## src/rtl/hazard_ctrl_if.sv

```systemverilog
// Decode-stage hazard handshake: decode presents its instruction fields,
// and the hazard controller answers with stall/bubble/halt status.
interface hazard_ctrl_if;
   logic        id_valid;
   logic [15:0] id_instr;
   logic        id_rs_used;
   logic        id_rt_used;
   logic        id_regwrt;
   logic [2:0]  id_rd;
   logic        flush;
   logic        stall;
   logic        bubble;
   logic        halted;
   logic [15:0] stall_cnt;

   modport master (
      output id_valid, id_instr, id_rs_used, id_rt_used, id_regwrt, id_rd, flush,
      input  stall, bubble, halted, stall_cnt
   );

   modport slave (
      input  id_valid, id_instr, id_rs_used, id_rt_used, id_regwrt, id_rd, flush,
      output stall, bubble, halted, stall_cnt
   );
endinterface

```

## src/rtl/hazard_ctrl.sv

```systemverilog
// Decode-stage RAW hazard controller: two-entry destination scoreboard (EX, MEM),
// stall/bubble generation, and HALT drain sequencing.
module hazard_ctrl (
   input  logic      clk,
   input  logic      rst,
   hazard_ctrl_if.slave bus
);

   typedef enum logic [1:0] {RUN, DRAIN, HALTED} state_e;

   typedef struct packed {
      logic       v;
      logic [2:0] rd;
   } sb_entry_t;

   localparam logic [4:0]  OP_HALT  = 5'b00000;
   localparam logic [15:0] CNT_MAX  = 16'hFFFF;

   state_e      state_q, state_d;
   sb_entry_t   s_ex_q, s_ex_d;
   sb_entry_t   s_mem_q, s_mem_d;
   logic        halted_q, halted_d;
   logic [15:0] stall_cnt_q, stall_cnt_d;

   logic [2:0]  rs, rt;
   logic        is_halt;
   logic        hazard;
   logic        stall_run;
   logic        issue;
   logic        unused_instr;

   function automatic logic hit(input sb_entry_t e, input logic [2:0] r);
      return e.v && (e.rd == r);
   endfunction

   assign rs           = bus.id_instr[10:8];
   assign rt           = bus.id_instr[7:5];
   assign is_halt      = (bus.id_instr[15:11] == OP_HALT);
   assign unused_instr = ^bus.id_instr[4:0];

   // WB needs no entry: the register file forwards same-cycle writes to reads.
   assign hazard = bus.id_valid &
                   ((bus.id_rs_used & (hit(s_ex_q, rs) | hit(s_mem_q, rs))) |
                    (bus.id_rt_used & (hit(s_ex_q, rt) | hit(s_mem_q, rt))));

   // Flush beats hazard: the squashed instruction neither stalls nor issues.
   assign stall_run = hazard & ~bus.flush;
   assign issue     = bus.id_valid & ~stall_run & ~bus.flush & (state_q == RUN);

   // NOTE: every output of an always_comb gets a default first so no path
   // leaves a value unassigned and infers a latch.
   always_comb begin
      bus.stall  = 1'b1;
      bus.bubble = 1'b1;
      if (!rst) begin
         bus.stall  = 1'b0;
      end else if (state_q == RUN) begin
         bus.stall  = stall_run;
         bus.bubble = stall_run | bus.flush | ~bus.id_valid;
      end
   end

   assign bus.halted    = halted_q & rst;
   assign bus.stall_cnt = stall_cnt_q;

   always_comb begin
      s_mem_d     = s_ex_q;
      s_ex_d.v    = issue & bus.id_regwrt & ~is_halt;
      s_ex_d.rd   = bus.id_rd;
      state_d     = state_q;
      stall_cnt_d = stall_cnt_q;

      case (state_q)
         RUN: begin
            if (issue && is_halt) state_d = DRAIN;
            if (stall_run && (stall_cnt_q != CNT_MAX)) stall_cnt_d = stall_cnt_q + 16'd1;
         end
         DRAIN: begin
            if (!s_ex_q.v && !s_mem_q.v) state_d = HALTED;
         end
         HALTED:  state_d = HALTED;
         default: state_d = RUN;
      endcase

      halted_d = (state_d == HALTED);
   end

   // NOTE: sequential state uses non-blocking assignments so every flop samples
   // the pre-edge values; reset is synchronous and sampled on the clock edge.
   always_ff @(posedge clk) begin
      if (!rst) begin
         state_q     <= RUN;
         s_ex_q      <= '0;
         s_mem_q     <= '0;
         halted_q    <= 1'b0;
         stall_cnt_q <= '0;
      end else begin
         state_q     <= state_d;
         s_ex_q      <= s_ex_d;
         s_mem_q     <= s_mem_d;
         halted_q    <= halted_d;
         stall_cnt_q <= stall_cnt_d;
      end
   end

endmodule

```

## src/flat_wrapper.sv

```systemverilog
// flat-port wrapper written by rule: the top's interface ports become plain ports
module hazard_ctrl_flat 
  (clk, rst, bus_id_valid, bus_id_instr, bus_id_rs_used, bus_id_rt_used, bus_id_regwrt, bus_id_rd, bus_flush, bus_stall, bus_bubble, bus_halted, bus_stall_cnt);
  hazard_ctrl_if bus_i ();
  input  logic clk;
  input  logic rst;
  input wire logic [$bits(bus_i.id_valid)-1:0] bus_id_valid;
  input wire logic [$bits(bus_i.id_instr)-1:0] bus_id_instr;
  input wire logic [$bits(bus_i.id_rs_used)-1:0] bus_id_rs_used;
  input wire logic [$bits(bus_i.id_rt_used)-1:0] bus_id_rt_used;
  input wire logic [$bits(bus_i.id_regwrt)-1:0] bus_id_regwrt;
  input wire logic [$bits(bus_i.id_rd)-1:0] bus_id_rd;
  input wire logic [$bits(bus_i.flush)-1:0] bus_flush;
  output wire logic [$bits(bus_i.stall)-1:0] bus_stall;
  output wire logic [$bits(bus_i.bubble)-1:0] bus_bubble;
  output wire logic [$bits(bus_i.halted)-1:0] bus_halted;
  output wire logic [$bits(bus_i.stall_cnt)-1:0] bus_stall_cnt;
  assign bus_i.id_valid = bus_id_valid;
  assign bus_i.id_instr = bus_id_instr;
  assign bus_i.id_rs_used = bus_id_rs_used;
  assign bus_i.id_rt_used = bus_id_rt_used;
  assign bus_i.id_regwrt = bus_id_regwrt;
  assign bus_i.id_rd = bus_id_rd;
  assign bus_i.flush = bus_flush;
  assign bus_stall = bus_i.stall;
  assign bus_bubble = bus_i.bubble;
  assign bus_halted = bus_i.halted;
  assign bus_stall_cnt = bus_i.stall_cnt;
  hazard_ctrl u_core (.clk(clk), .rst(rst), .bus(bus_i));
endmodule
```

## config.mk

```make
export PLATFORM = sky130hd
export DESIGN_NAME = hazard_ctrl_flat
export DESIGN_NICKNAME = d
export VERILOG_FILES = /design/src/rtl/hazard_ctrl_if.sv /design/src/rtl/hazard_ctrl.sv /design/src/flat_wrapper.sv
export SDC_FILE = /design/constraint.sdc
export NUM_CORES = 1
export LEC_CHECK = 0
export ABC_AREA = 1
export CORE_ASPECT_RATIO = 0.8
export CORE_MARGIN = 3
export CORE_UTILIZATION = 45
export CTS_BUF_LIST = sky130_fd_sc_hd__clkbuf_4 sky130_fd_sc_hd__clkbuf_8
export CTS_CLUSTER_SIZE = 16
export DETAILED_ROUTE_END_ITERATION = 6
export HOLD_SLACK_MARGIN = 0.05
export PLACE_DENSITY = 0.78
export SYNTH_ARGS = -nofsm -noshare
export SYNTH_HDL_FRONTEND = slang
export SYNTH_SLANG_ARGS = --single-unit
```

## constraint.sdc

```tcl
create_clock -name clk -period 1.5 [get_ports clk]
set_input_delay 0.3 -clock clk [delete_from_list [all_inputs] [get_ports clk]]
set_output_delay 0.3 -clock clk [all_outputs]
set_load 0.03 [all_outputs]
```

==> results.txt <==
The flow ran to the end, but the final reports show violations. The final reports fail on negative setup slack. The share of flip-flops with an asynchronous set or reset is 0. The placer's final routability congestion estimate came out at 0.936. For the worst setup path, the data required time is 1200 ps.

The top-level port count came out at 45. The detailed placer's ending HPWL is 3170 um. Of the cells placed in the final design, the portion with a size suffix greater than 1 is 0.392. The floorplan step set the die height to 60.8 um. The net count of the finished layout is 352. The area growth from synthesis to layout is 55.3%. The number of flip-flops and latches in the synthesized netlist came out at 27. On the final layout, the worst clock skew is 2.00 ps. For this run, the number of Yosys warnings is 0.

Total power for the finished layout comes to 1.36 mW. The final sum of negative setup slack came out at -2630 ps. The maximum fanout along the worst path came out at 4. The final instance area is 0.00263 mm^2. The worst max-slew margin expressed relative to the limit came out at 0.705.

The wire length of the first global-routing pass is 7460 um. Setup violations remaining at the end of the flow were counted as 19. The highest clock rate is 571 MHz.

The number of fillers in the final layout is 249. The post-synthesis average cell area is 6.56 um^2. The reg2reg setup slack came out at -180 ps. The placed standard-cell area is 0.00224 mm^2.

When the netlist entered floorplanning its net count stood at 285. The total congestion overflow after global routing came out at 0. The total standard cell area after synthesis is 0.00169 mm^2. Entering global routing, the biggest net connects 17 pins. The overall routed net length is 5160 um.

In this run the number of H-tree levels came out at 1. STA classifies the critical path endpoint as a primary output. The dominant register cell in the synthesized netlist is sky130_fd_sc_hd__dfxtp_1.

The count of final hold-check violations came out at 0. The mean number of vias per cell came out at 5.26. In this run the deepest clock path goes through 2 buffers. The synthesized design spends more area on one cell type than any other, namely sky130_fd_sc_hd__dfxtp_1. The effective utilization at floorplan came out at 0.481.

The min-delay analysis places its worst path in the category register to register. The final worst-path setup slack came out at -250 ps. TritonCTS built the clock tree. The number of search-and-repair iterations in the first detailed-routing pass came out at 6.

The via count of the first global-routing pass is 1,689. The total routing usage reported by global routing came out at 0.211. The area of all sequential standard cells is 571 um^2. The number of instances in the synthesized netlist came out at 258. The clock sink total came out at 27. In the post-synthesis netlist, the biggest area contributors are sky130_fd_sc_hd__dfxtp_1 (32%), sky130_fd_sc_hd__nand2_1 (17%), sky130_fd_sc_hd__inv_1 (7.3%), sky130_fd_sc_hd__nand3_1 (7.1%), sky130_fd_sc_hd__nor2_1 (6.0%).

The total die area came out at 0.00454 mm^2. The detailed-route DRC error count came out at 0. The number of antenna-violating nets in the routed design is 0. The end of the worst register-to-register path is u_core.bus.stall_cnt[10]. The average routed wire per standard cell is 14.1 um. The initial antenna violation count came out at 0. The total power per unit cell area is 519 mW/mm^2.

The CTS root buffer is sky130_fd_sc_hd__clkbuf_8. The critical path class is register to primary output. Synthesis instantiated 26 different standard cells from the library. The clock latency at the later pin of the worst-skew pair came out at 280 ps. Across the run, the number of max-cap violations was 0.

The detailed router placed 1,924 vias in this run. The startpoint identified for the worst hold timing path is u_core.s_ex_q[1]. For the pin with the worst max-slew slack, the measured transition is 439 ps.

In the post-synthesis netlist, the cell with the most instances is sky130_fd_sc_hd__nand2_1. The final design utilization is 0.746. In this run the horizontal extent of the chip is 74.6 um.

The worst setup path is launched from a register. In this run, synthesis inferred 0 flip-flops with an integrated enable. In this run the static leakage power is 1.13 nW. The startpoint identified for the worst register-to-register timing path is u_core.s_ex_q[2].

The depth of the worst hold-timing path is 2. The number of buffers created by CTS is 3. The placeable core area came out at 0.00352 mm^2. Setup repair after global routing could not meet its margin everywhere. The share of synthesized area in the top cell type comes to 0.320. The number of max-slew violations in the final report came out at 0. For the worst setup path, the data arrival time is 1450 ps.

The worst voltage drop across the vdd grid came out at 0.446 mV. By count the netlist is led by sky130_fd_sc_hd__nand2_1 (77), sky130_fd_sc_hd__inv_1 (33), sky130_fd_sc_hd__dfxtp_1 (27), sky130_fd_sc_hd__nor2_1 (27), sky130_fd_sc_hd__nand3_1 (24). The cell row count came out at 19. The multi-input combinational cell area is 0.00117 mm^2. Clock-pin slew was measured on the worst setup and hold paths at 90 ps. The violation count after the first detailed-route iteration came out at 142. The final critical-path required period is 1750 ps.

The destination of the worst hold path is u_core.s_mem_q[1]. The number of cells on the worst reg-to-reg path is 14. The final antenna diode count came out at 0. The portion of the post-synthesis area used by sequential elements is 0.320.

In this run the tool buffered the top-level ports with 39 buffer cells. The ratio of final minimum period to clock period is 1.17. The pre-CTS setup slack is -522 ps.
[stage by stage]
stage	hold WS (ps)	instances
after floorplan	398	258
after global placement	441	346
after detailed placement	446	346
after CTS	458	360
after global routing	476	366
final	453	366
[power by group]
part           switching, mW  total, mW  internal, mW
sequential            0.0100      0.732         0.722
clock                  0.241      0.428         0.187
combinational          0.101      0.203         0.102
total                  0.352       1.36          1.01
[cells by family after synthesis]
family	count (synthesis)	share of synthesized area
AND/OR/NAND/NOR	158	0.421
adder cells (fa/ha/maj)	1	0.00740
buffers and inverters	41	0.107
XOR/XNOR	11	0.0570
flip-flops	27	0.320
AO/OA/AOI/OAI	20	0.0880
[sequential cells by signal, summed over array words and instances, names as in the netlist]
| signal | flops |
|---|---|
| u_core.s_mem_q | 4 |
| u_core.state_q | 2 |
| u_core.s_ex_q | 4 |
| u_core.halted_q | 1 |
| u_core.bus.stall_cnt | 16 |
[per-layer routing]
layer / global-route usage / vias up / wire length (um)
met2: 0.328 / 87 / 2440
met4: 0.0736 / 0 / 87
met3: 0.0480 / 9 / 392
li1: - / 938 / -
met1: 0.290 / 890 / 2240
met5: 0 / - / 0
[final cells by class]
cell class	count	area share
multi-input cells	191	0.447
repair buffers	66	0.247
flip-flops and latches	27	0.217
inverters	36	0.0515
well taps	42	0.0200
clock buffers	3	0.0157
clock inverters	1	0.00191
[worst max-delay path by stage]
stage	start	to	cells after the start
after global routing	u_core.s_ex_q[2]	bus_stall	11
after global placement	bus_id_instr[5]	bus_stall	12
after floorplan	u_core.bus.stall_cnt[0]	u_core.bus.stall_cnt[15]	10
final	u_core.s_ex_q[2]	bus_stall	11
after CTS	u_core.s_ex_q[0]	bus_stall	11
after detailed placement	bus_id_instr[5]	bus_stall	12
[timing repair]
| item | in CTS | in global routing |
|---|---|---|
| hold buffers | 0 | 0 |
| pin swaps | 12 | 26 |
| buffers inserted | 8 | 6 |
| gates cloned | 2 | 0 |
| endpoints found under the setup margin | 35 | 20 |
| resized for setup | 40 | 45 |
[cell usage in the layout, fill, tap and decap left out]
cell,instances
sky130_fd_sc_hd__nand2_1,69
sky130_fd_sc_hd__inv_1,26
sky130_fd_sc_hd__nor2_1,23
sky130_fd_sc_hd__dlygate4sd2_1,21
sky130_fd_sc_hd__buf_4,19
sky130_fd_sc_hd__a21oi_2,16
sky130_fd_sc_hd__nand2_2,15
sky130_fd_sc_hd__dfxtp_2,15
sky130_fd_sc_hd__clkdlybuf4s50_1,12
sky130_fd_sc_hd__nand3_2,11
sky130_fd_sc_hd__nand3_1,11
sky130_fd_sc_hd__inv_2,10
sky130_fd_sc_hd__dfxtp_1,9
sky130_fd_sc_hd__xor2_1,8
sky130_fd_sc_hd__nand2_4,6
sky130_fd_sc_hd__nor2_2,5
sky130_fd_sc_hd__nand4_1,5
sky130_fd_sc_hd__nor3_1,5
sky130_fd_sc_hd__buf_6,5
sky130_fd_sc_hd__buf_12,4
sky130_fd_sc_hd__xnor2_1,3
sky130_fd_sc_hd__clkbuf_8,3
sky130_fd_sc_hd__dfxtp_4,3
sky130_fd_sc_hd__o21ai_0,2
sky130_fd_sc_hd__nor3_2,2
sky130_fd_sc_hd__nand2_8,2
sky130_fd_sc_hd__nand3_4,2
sky130_fd_sc_hd__clkbuf_2,2
sky130_fd_sc_hd__and2_2,1
sky130_fd_sc_hd__nor2_4,1
sky130_fd_sc_hd__a21oi_4,1
sky130_fd_sc_hd__nor3b_1,1
sky130_fd_sc_hd__a21oi_1,1
sky130_fd_sc_hd__ha_4,1
sky130_fd_sc_hd__clkinv_2,1
sky130_fd_sc_hd__buf_16,1
sky130_fd_sc_hd__dlymetal6s2s_1,1
sky130_fd_sc_hd__buf_8,1
[worst max-delay path, stage by stage (launching register included)]
cell and delay [ps]:
sky130_fd_sc_hd__dfxtp_4 380, sky130_fd_sc_hd__inv_2 40, sky130_fd_sc_hd__nand2_1 40, sky130_fd_sc_hd__nand2_1 50
sky130_fd_sc_hd__nor2_1 90, sky130_fd_sc_hd__nand2_1 60, sky130_fd_sc_hd__nand2_1 90, sky130_fd_sc_hd__nand2_2 90
sky130_fd_sc_hd__nand2_4 80, sky130_fd_sc_hd__nand3_2 60, sky130_fd_sc_hd__nand2_2 70, sky130_fd_sc_hd__buf_6 130
Power figures use the tool's default switching activity.
